**src/rtl/shift_add_multiplier_4bits_pkg.sv**
```systemverilog
// Shared types and helpers for the shift-and-add multiplier slice.
// Holds the controller state encoding, the default operand width and a clog2 helper.
package shift_add_multiplier_4bits_pkg;

  localparam int unsigned DEFAULT_WIDTH = 4;

  typedef enum logic [1:0] {
    IDLE = 2'd0,
    RUN  = 2'd1,
    DONE = 2'd2
  } stateT;

  function automatic int unsigned clog2(input int unsigned value);
    int unsigned result;
    result = 0;
    while ((32'd1 << result) < value) result++;
    return result;
  endfunction

endpackage

```
**src/rtl/shift_add_multiplier_4bits_adder.sv**
```systemverilog
// Purely combinational WIDTH-bit ripple-carry adder made of chained full-adder cells.
module ripple_carry_adder_n #(
  parameter int unsigned WIDTH = 4
) (
  input  logic [WIDTH-1:0] A,
  input  logic [WIDTH-1:0] B,
  input  logic             CarryIn,
  output logic [WIDTH-1:0] Sum,
  output logic             CarryOut
);

  logic [WIDTH:0] carry;

  assign carry[0] = CarryIn;

  for (genvar i = 0; i < WIDTH; i++) begin : gFullAdder
    assign Sum[i]       = A[i] ^ B[i] ^ carry[i];
    assign carry[i + 1] = (A[i] & B[i]) | (carry[i] & (A[i] ^ B[i]));
  end

  assign CarryOut = carry[WIDTH];

endmodule

```
**src/rtl/shift_add_multiplier_4bits.sv**
```systemverilog
// Iterative unsigned shift-and-add multiplier: one add-and-shift step per clock,
// WIDTH steps per product, with a Start/Busy/Done handshake and a registered Product.
module shift_add_multiplier_4bits
  import shift_add_multiplier_4bits_pkg::*;
#(
  parameter int unsigned WIDTH = DEFAULT_WIDTH
) (
  input  logic                 Clock,
  input  logic                 Reset,
  input  logic                 Start,
  input  logic [WIDTH-1:0]     A,
  input  logic [WIDTH-1:0]     B,
  output logic                 Busy,
  output logic                 Done,
  output logic [2*WIDTH-1:0]   Product
);

  localparam int unsigned CW = clog2(WIDTH + 1);

  stateT            state, nextState;
  logic [WIDTH-1:0] m, q, acc;
  logic [CW-1:0]    count;

  logic [WIDTH-1:0]   sum;
  logic               carryOut;
  logic               stepCarry;
  logic [WIDTH-1:0]   stepAcc;
  logic [2*WIDTH-1:0] shifted;
  logic               accept;
  logic               lastStep;

  ripple_carry_adder_n #(.WIDTH(WIDTH)) uAdder (
    .A        (acc),
    .B        (m),
    .CarryIn  (1'b0),
    .Sum      (sum),
    .CarryOut (carryOut)
  );

  // C is consumed by the shift in the same cycle it is produced, so after every
  // step it is zero again; it lives only as stepCarry rather than a register.
  always_comb begin
    stepCarry = 1'b0;
    stepAcc   = acc;
    if (q[0]) begin
      stepCarry = carryOut;
      stepAcc   = sum;
    end
    shifted  = {stepCarry, stepAcc, q[WIDTH-1:1]};
    accept   = Start && ((state == IDLE) || (state == DONE));
    lastStep = (count == CW'(WIDTH - 1));
  end

  always_ff @(posedge Clock) begin
    if (Reset) state <= IDLE;
    else       state <= nextState;
  end

  always_comb begin
    nextState = IDLE;
    case (state)
      IDLE:    nextState = Start ? RUN : IDLE;
      RUN:     nextState = lastStep ? DONE : RUN;
      DONE:    nextState = Start ? RUN : IDLE;
      default: nextState = IDLE;
    endcase
  end

  always_comb begin
    Busy = (state == RUN);
    Done = (state == DONE);
  end

  always_ff @(posedge Clock) begin
    if (Reset) begin
      m       <= '0;
      q       <= '0;
      acc     <= '0;
      count   <= '0;
      Product <= '0;
    end else if (accept) begin
      m     <= A;
      q     <= B;
      acc   <= '0;
      count <= '0;
    end else if (state == RUN) begin
      acc   <= shifted[2*WIDTH-1:WIDTH];
      q     <= shifted[WIDTH-1:0];
      count <= count + CW'(1);
      if (lastStep) Product <= shifted;
    end
  end

endmodule

```
**config.mk**
```make
export PLATFORM = sky130hd
export DESIGN_NAME = shift_add_multiplier_4bits
export DESIGN_NICKNAME = d
export VERILOG_FILES = /design/src/rtl/shift_add_multiplier_4bits_pkg.sv /design/src/rtl/shift_add_multiplier_4bits_adder.sv /design/src/rtl/shift_add_multiplier_4bits.sv
export SDC_FILE = /design/constraint.sdc
export NUM_CORES = 1
export LEC_CHECK = 0
export ABC_AREA = 1
export CORE_MARGIN = 2
export CORE_UTILIZATION = 25
export DETAILED_ROUTE_END_ITERATION = 8
export HOLD_SLACK_MARGIN = 0.08
export SYNTH_ARGS = -nofsm -noshare
export SYNTH_HDL_FRONTEND = slang
export SYNTH_SLANG_ARGS = --single-unit
```
**constraint.sdc**
```tcl
create_clock -name Clock -period 2.8 [get_ports Clock]
set_clock_uncertainty 0.15 [all_clocks]
set_input_delay 0.56 -clock Clock [delete_from_list [all_inputs] [get_ports Clock]]
set_output_delay 0.56 -clock Clock [all_outputs]
set_load 0.005 [all_outputs]
```
Yosys cells after proc, flatten, opt, wreduce, memory -nomap -nowiden
Cells that the tools add are included.

operators by class
  bitwise logic cells = 18
  add/sub/neg operators = 1
  muxes and demuxes = 7
  equality and inequality tests = 3
  reduce and logical (&&, ||, !) cells = 7

operators with widths
  operator                                       number
  two-way mux 4 bit                              3
  AND 1 bit                                      7
  XOR 1 bit                                      7
  case mux 2 bit (2 select lines)                1
  OR reduction 2 bit                             2
  adder 3 x 1 -> 3 bit, second input constant    1
  == test 3 x 2 -> 1 bit, second input constant  1
  OR 1 bit                                       3
  AND reduction 3 bit                            1
  == test 2 x 1 -> 1 bit, second input constant  1
  == test 2 bit, second input constant           1
  logical NOT 2 bit                              1
  two-way mux 1 bit                              2
  two-way mux 2 bit                              1
  nonzero test 2 bit                             1
  logical AND 1 bit                              1
  logical OR 1 bit                               1
  inverter 1 bit                                 1

storage, ports and cells
  flip-flop bits (word level) = 25
  output and inout port bits = 10
  bits of input ports = 11

Longest topological paths before layout
  depth after elaboration = 9
  gate-level depth with buffers = 9
  gate-level depth less buffers = 9

By module
Synthesis repeated with hierarchy kept, for this count alone.

unflattened totals
  cells, all modules = 159
  area, all modules = 1163.6 um2

by module, submodules not included
  module                      instances  seq. area each (um2)  area each (um2)  cells an instance
  shift_add_multiplier_4bits  1          500.5                 1046.0           145
  ripple_carry_adder_n        1          0.0                   117.6            14

Worst setup path after synthesis
No wires, ideal clock.

  path type = register to register
  from = reg m[0]
  to = reg Product[6]
  buffers on the path = 0
  slack = 0.755 ns
  required time = 2.527 ns
  arrival time = 1.772 ns
  clock period less this slack = 2.045 ns
  stages on the path, launching flop included = 9
  setup time = 0.123 ns
  path through = dfxtp_1 -> ha_1 -> inv_1 -> fa_1 -> inv_1 -> fa_1 -> fa_1 -> o21ai_0 -> o21ai_0

on the way
  longest elaborated chain between the ends = 7

ends and longest elaborated chain
  element                 line                                    text
  start, declared         shift_add_multiplier_4bits.sv:21        logic [WIDTH-1:0] m, q, acc;
  start signal, assigned  shift_add_multiplier_4bits.sv:76        m <= '0;
  start signal, assigned  shift_add_multiplier_4bits.sv:82        m <= A;
  AND 1 bit (2 in a row)  shift_add_multiplier_4bits_adder.sv:18  assign carry[i + 1] = (A[i] & B[i]) | (carry[i] & (A[i] ^ B[i]));
  OR 1 bit                shift_add_multiplier_4bits_adder.sv:18
  AND 1 bit               shift_add_multiplier_4bits_adder.sv:18
  OR 1 bit                shift_add_multiplier_4bits_adder.sv:18
  XOR 1 bit               shift_add_multiplier_4bits_adder.sv:17  assign Sum[i] = A[i] ^ B[i] ^ carry[i];
  two-way mux 4 bit       shift_add_multiplier_4bits.sv:45        if (q[0]) begin
  end signal, assigned    shift_add_multiplier_4bits.sv:90        if (lastStep) Product <= shifted;
  end, declared           shift_add_multiplier_4bits.sv:15        output logic [2*WIDTH-1:0] Product

Every way passes these cells.
A chain may end at the register's enable or synchronous reset.

Worst setup path after layout
Same ends and word-level chain as after synthesis.

==> results.cfg <==
[placement]
portBuffers = 20
dp_hpwl_mm = 1.806
place_congestion = 0.7593

[cells_and_area]
syn2layout_area_growth_pct = 28.57
antennaDiodeCount = 0
final_layout_size_suffix_gt1_frac = 0.05389
layout_common_cells = 42 x nand2_1, 25 x dfxtp_1, 20 x clkdlybuf4s50_1, 16 x inv_1
final_util = 0.3417
layout_commonest_cell = nand2_1
final.fill_count = 444
final_nets = 185

[drt]
dr.pass1.iters = 4
vias = 927
wl_mm = 2.332
remaining_drc_errors = 0
drt_iter0_markers = 39
post_drt_wl_per_cell_um = 10.75
ant_nets = 0
viasPerCell = 4.272

[sta]
fin_crit_ps = 2193
finalSetupTns_ps = 0
setup-violations-final = 0
fmax_mhz = 456.0
rsz0062_at_grt = no
period_share = 0.7833
drv_slew = 0
worst_pin_slew_ps = 413.8
maxSlewHeadroom = 0.7231
hold_violations = 0

[global_routing]
grt_usage = 0.1065
grt_pass1_wl_mm = 4.236
grt_max_degree = 17
use_met2 = 0.1735
met3_usage = 0.01299
grt_pass1_vias = 947
busiest_layer = met2
grt.met1_usage = 0.1449
grt-ovfl-total = 0
antenna_found_initial = 0

[yosys]
syn_nets = 160
ys_ff_latch = 25
synth_warnings = 0
syn-cell-area_mm2 = 0.001086
seq_area_frac_synth = 0.4608
synthCells = 143
syn_avg_cell_area_um2 = 7.595
yosysUniqueCellTypes = 16

[floorplanning]
dieArea_mm2 = 0.004887
io_pins = 21
die_x_um = 69.91
start_util = 0.2658
rows = 23
core_area_mm2 = 0.004086
dieHeight_um = 69.91

[clock_tree]
clockBufferDepth = 2
clock-sinks = 25
cts_resized = 0
root_buffer = clkbuf_8
cts_buffers = 3
cts_tree = built
clock_latency_ps = 270
htreeDepth = 1
post-cts-setup-buffers = 0
cts.clk_slew.worst_paths_ps = 90
cts_hold_buf = 0

[power_and_ir_drop]
power_density_mw_per_mm2 = 488.3
total_power_uw = 681.8
leakage_nw = 0.5992
peakVddDrop_uv = 169.2

[setup_path]
worst_path_most_repeated_cell = fa_1
crit_arrival_ps = 2200
start_kind = flip-flop
required_ps = 2810
critPathBufInv = 2
rrSetupSlack_ps = 610
cp_slowest_cell = fa_1
max_stage_delay_ps = 430
path_cells = ha_1 > inv_1 > fa_1 > inv_1 > fa_1 > fa_1 > o21ai_0 > o21ai_0
critPathTopFamily = adder cells
end_kind = flip-flop
crit_fanout = 2
critical_path_class = reg -> reg

[run_status]
status = finished clean

[flow_run]
maxCapViolations = 0

[min_path]
hold_path_class = reg -> reg
[cells by family (layout without fill, tap and decap cells)]
| kind of cell | count (synthesis) | count (layout) | share of synthesized area |
|---|---|---|---|
| and+or+nand+nor | 68 | 68 | 0.2569 |
| DFF | 25 | 25 | 0.4608 |
| AOI/OAI and AO/OA | 24 | 24 | 0.1106 |
| buffers and inverters | 19 | 43 | 0.07373 |
| adders and majority gates | 6 | 6 | 0.08987 |
| xor gates and xnor gates | 1 | 1 | 0.008066 |
[sequential cells by signal, indices dropped and copies added, names as in the netlist]
name,cells
count,3
q,4
state,2
acc,4
Product,8
m,4
[layer usage]
layer  up-vias  routed length [um]
met1       408                1199
met4         0                  19
met2        14                1057
li1        503                   -
met3         2                  57
met5         -                   0
[report_power, final]
group	internal [mW]	switching (mW)
clock network	0.101	0.116
logic	0.0369	0.0470
registers	0.370	0.0116
[worst register-to-register path: stages (launching register included)]
cell and delay, ps:
dfxtp_1 320, ha_1 190, inv_1 60, fa_1 160, inv_1 50, fa_1 380, fa_1 430, o21ai_0 250
o21ai_0 100
[area by class of cell]
cell class              count  area (um^2)  area share
multi-input cells          99        505.5      0.3620
flip-flops and latches     25        500.5      0.3584
repair buffers             22        215.2      0.1541
inverters                  17        63.81     0.04570
well taps                  50        62.56     0.04480
clock buffers               3        41.29     0.02957
clock inverters             1        7.507    0.005376
[Yosys cell counts]
cell     number  area share
a21oi_1      14       0.065
buf_2         1      0.0046
buf_6         1       0.010
dfxtp_1      25        0.46
fa_1          3       0.055
ha_1          3       0.035
inv_1        16       0.055
inv_2         1      0.0035
nand2_1      42        0.15
nand3_1       9       0.041
nand4_1       1      0.0058
nor2_1       14       0.048
nor2_4        1       0.010
o21ai_0      10       0.046
or2_2         1      0.0058
xor2_1        1      0.0081
[metrics by stage]
step | hold WS (ps) | setup WS, ps | instances | cell area (um^2)
3_5_place_dp | 310.4 | 587.9 | 213 | 1348
6_report | 320.2 | 606.8 | 217 | 1396
3_3_place_gp | 306.3 | 590.8 | 213 | 1348
2_1_floorplan | 288.7 | 755.4 | 143 | 1086
4_1_cts | 324.3 | 578.0 | 217 | 1396
5_1_grt | 349.0 | 431.8 | 217 | 1396
[path summary, 6_finish.rpt]
check                          from                 endpoint  depth (start not counted)
setup / recovery  m[0]$_SDFFE_PP0P_  Product[6]$_SDFFE_PP0P_                          8
setup reg to reg  m[0]$_SDFFE_PP0P_  Product[6]$_SDFFE_PP0P_                          8
hold reg to reg   q[2]$_SDFFE_PP0P_  Product[1]$_SDFFE_PP0P_                          2
hold / removal    q[2]$_SDFFE_PP0P_  Product[1]$_SDFFE_PP0P_                          2
Power figures use the tool's default switching activity.
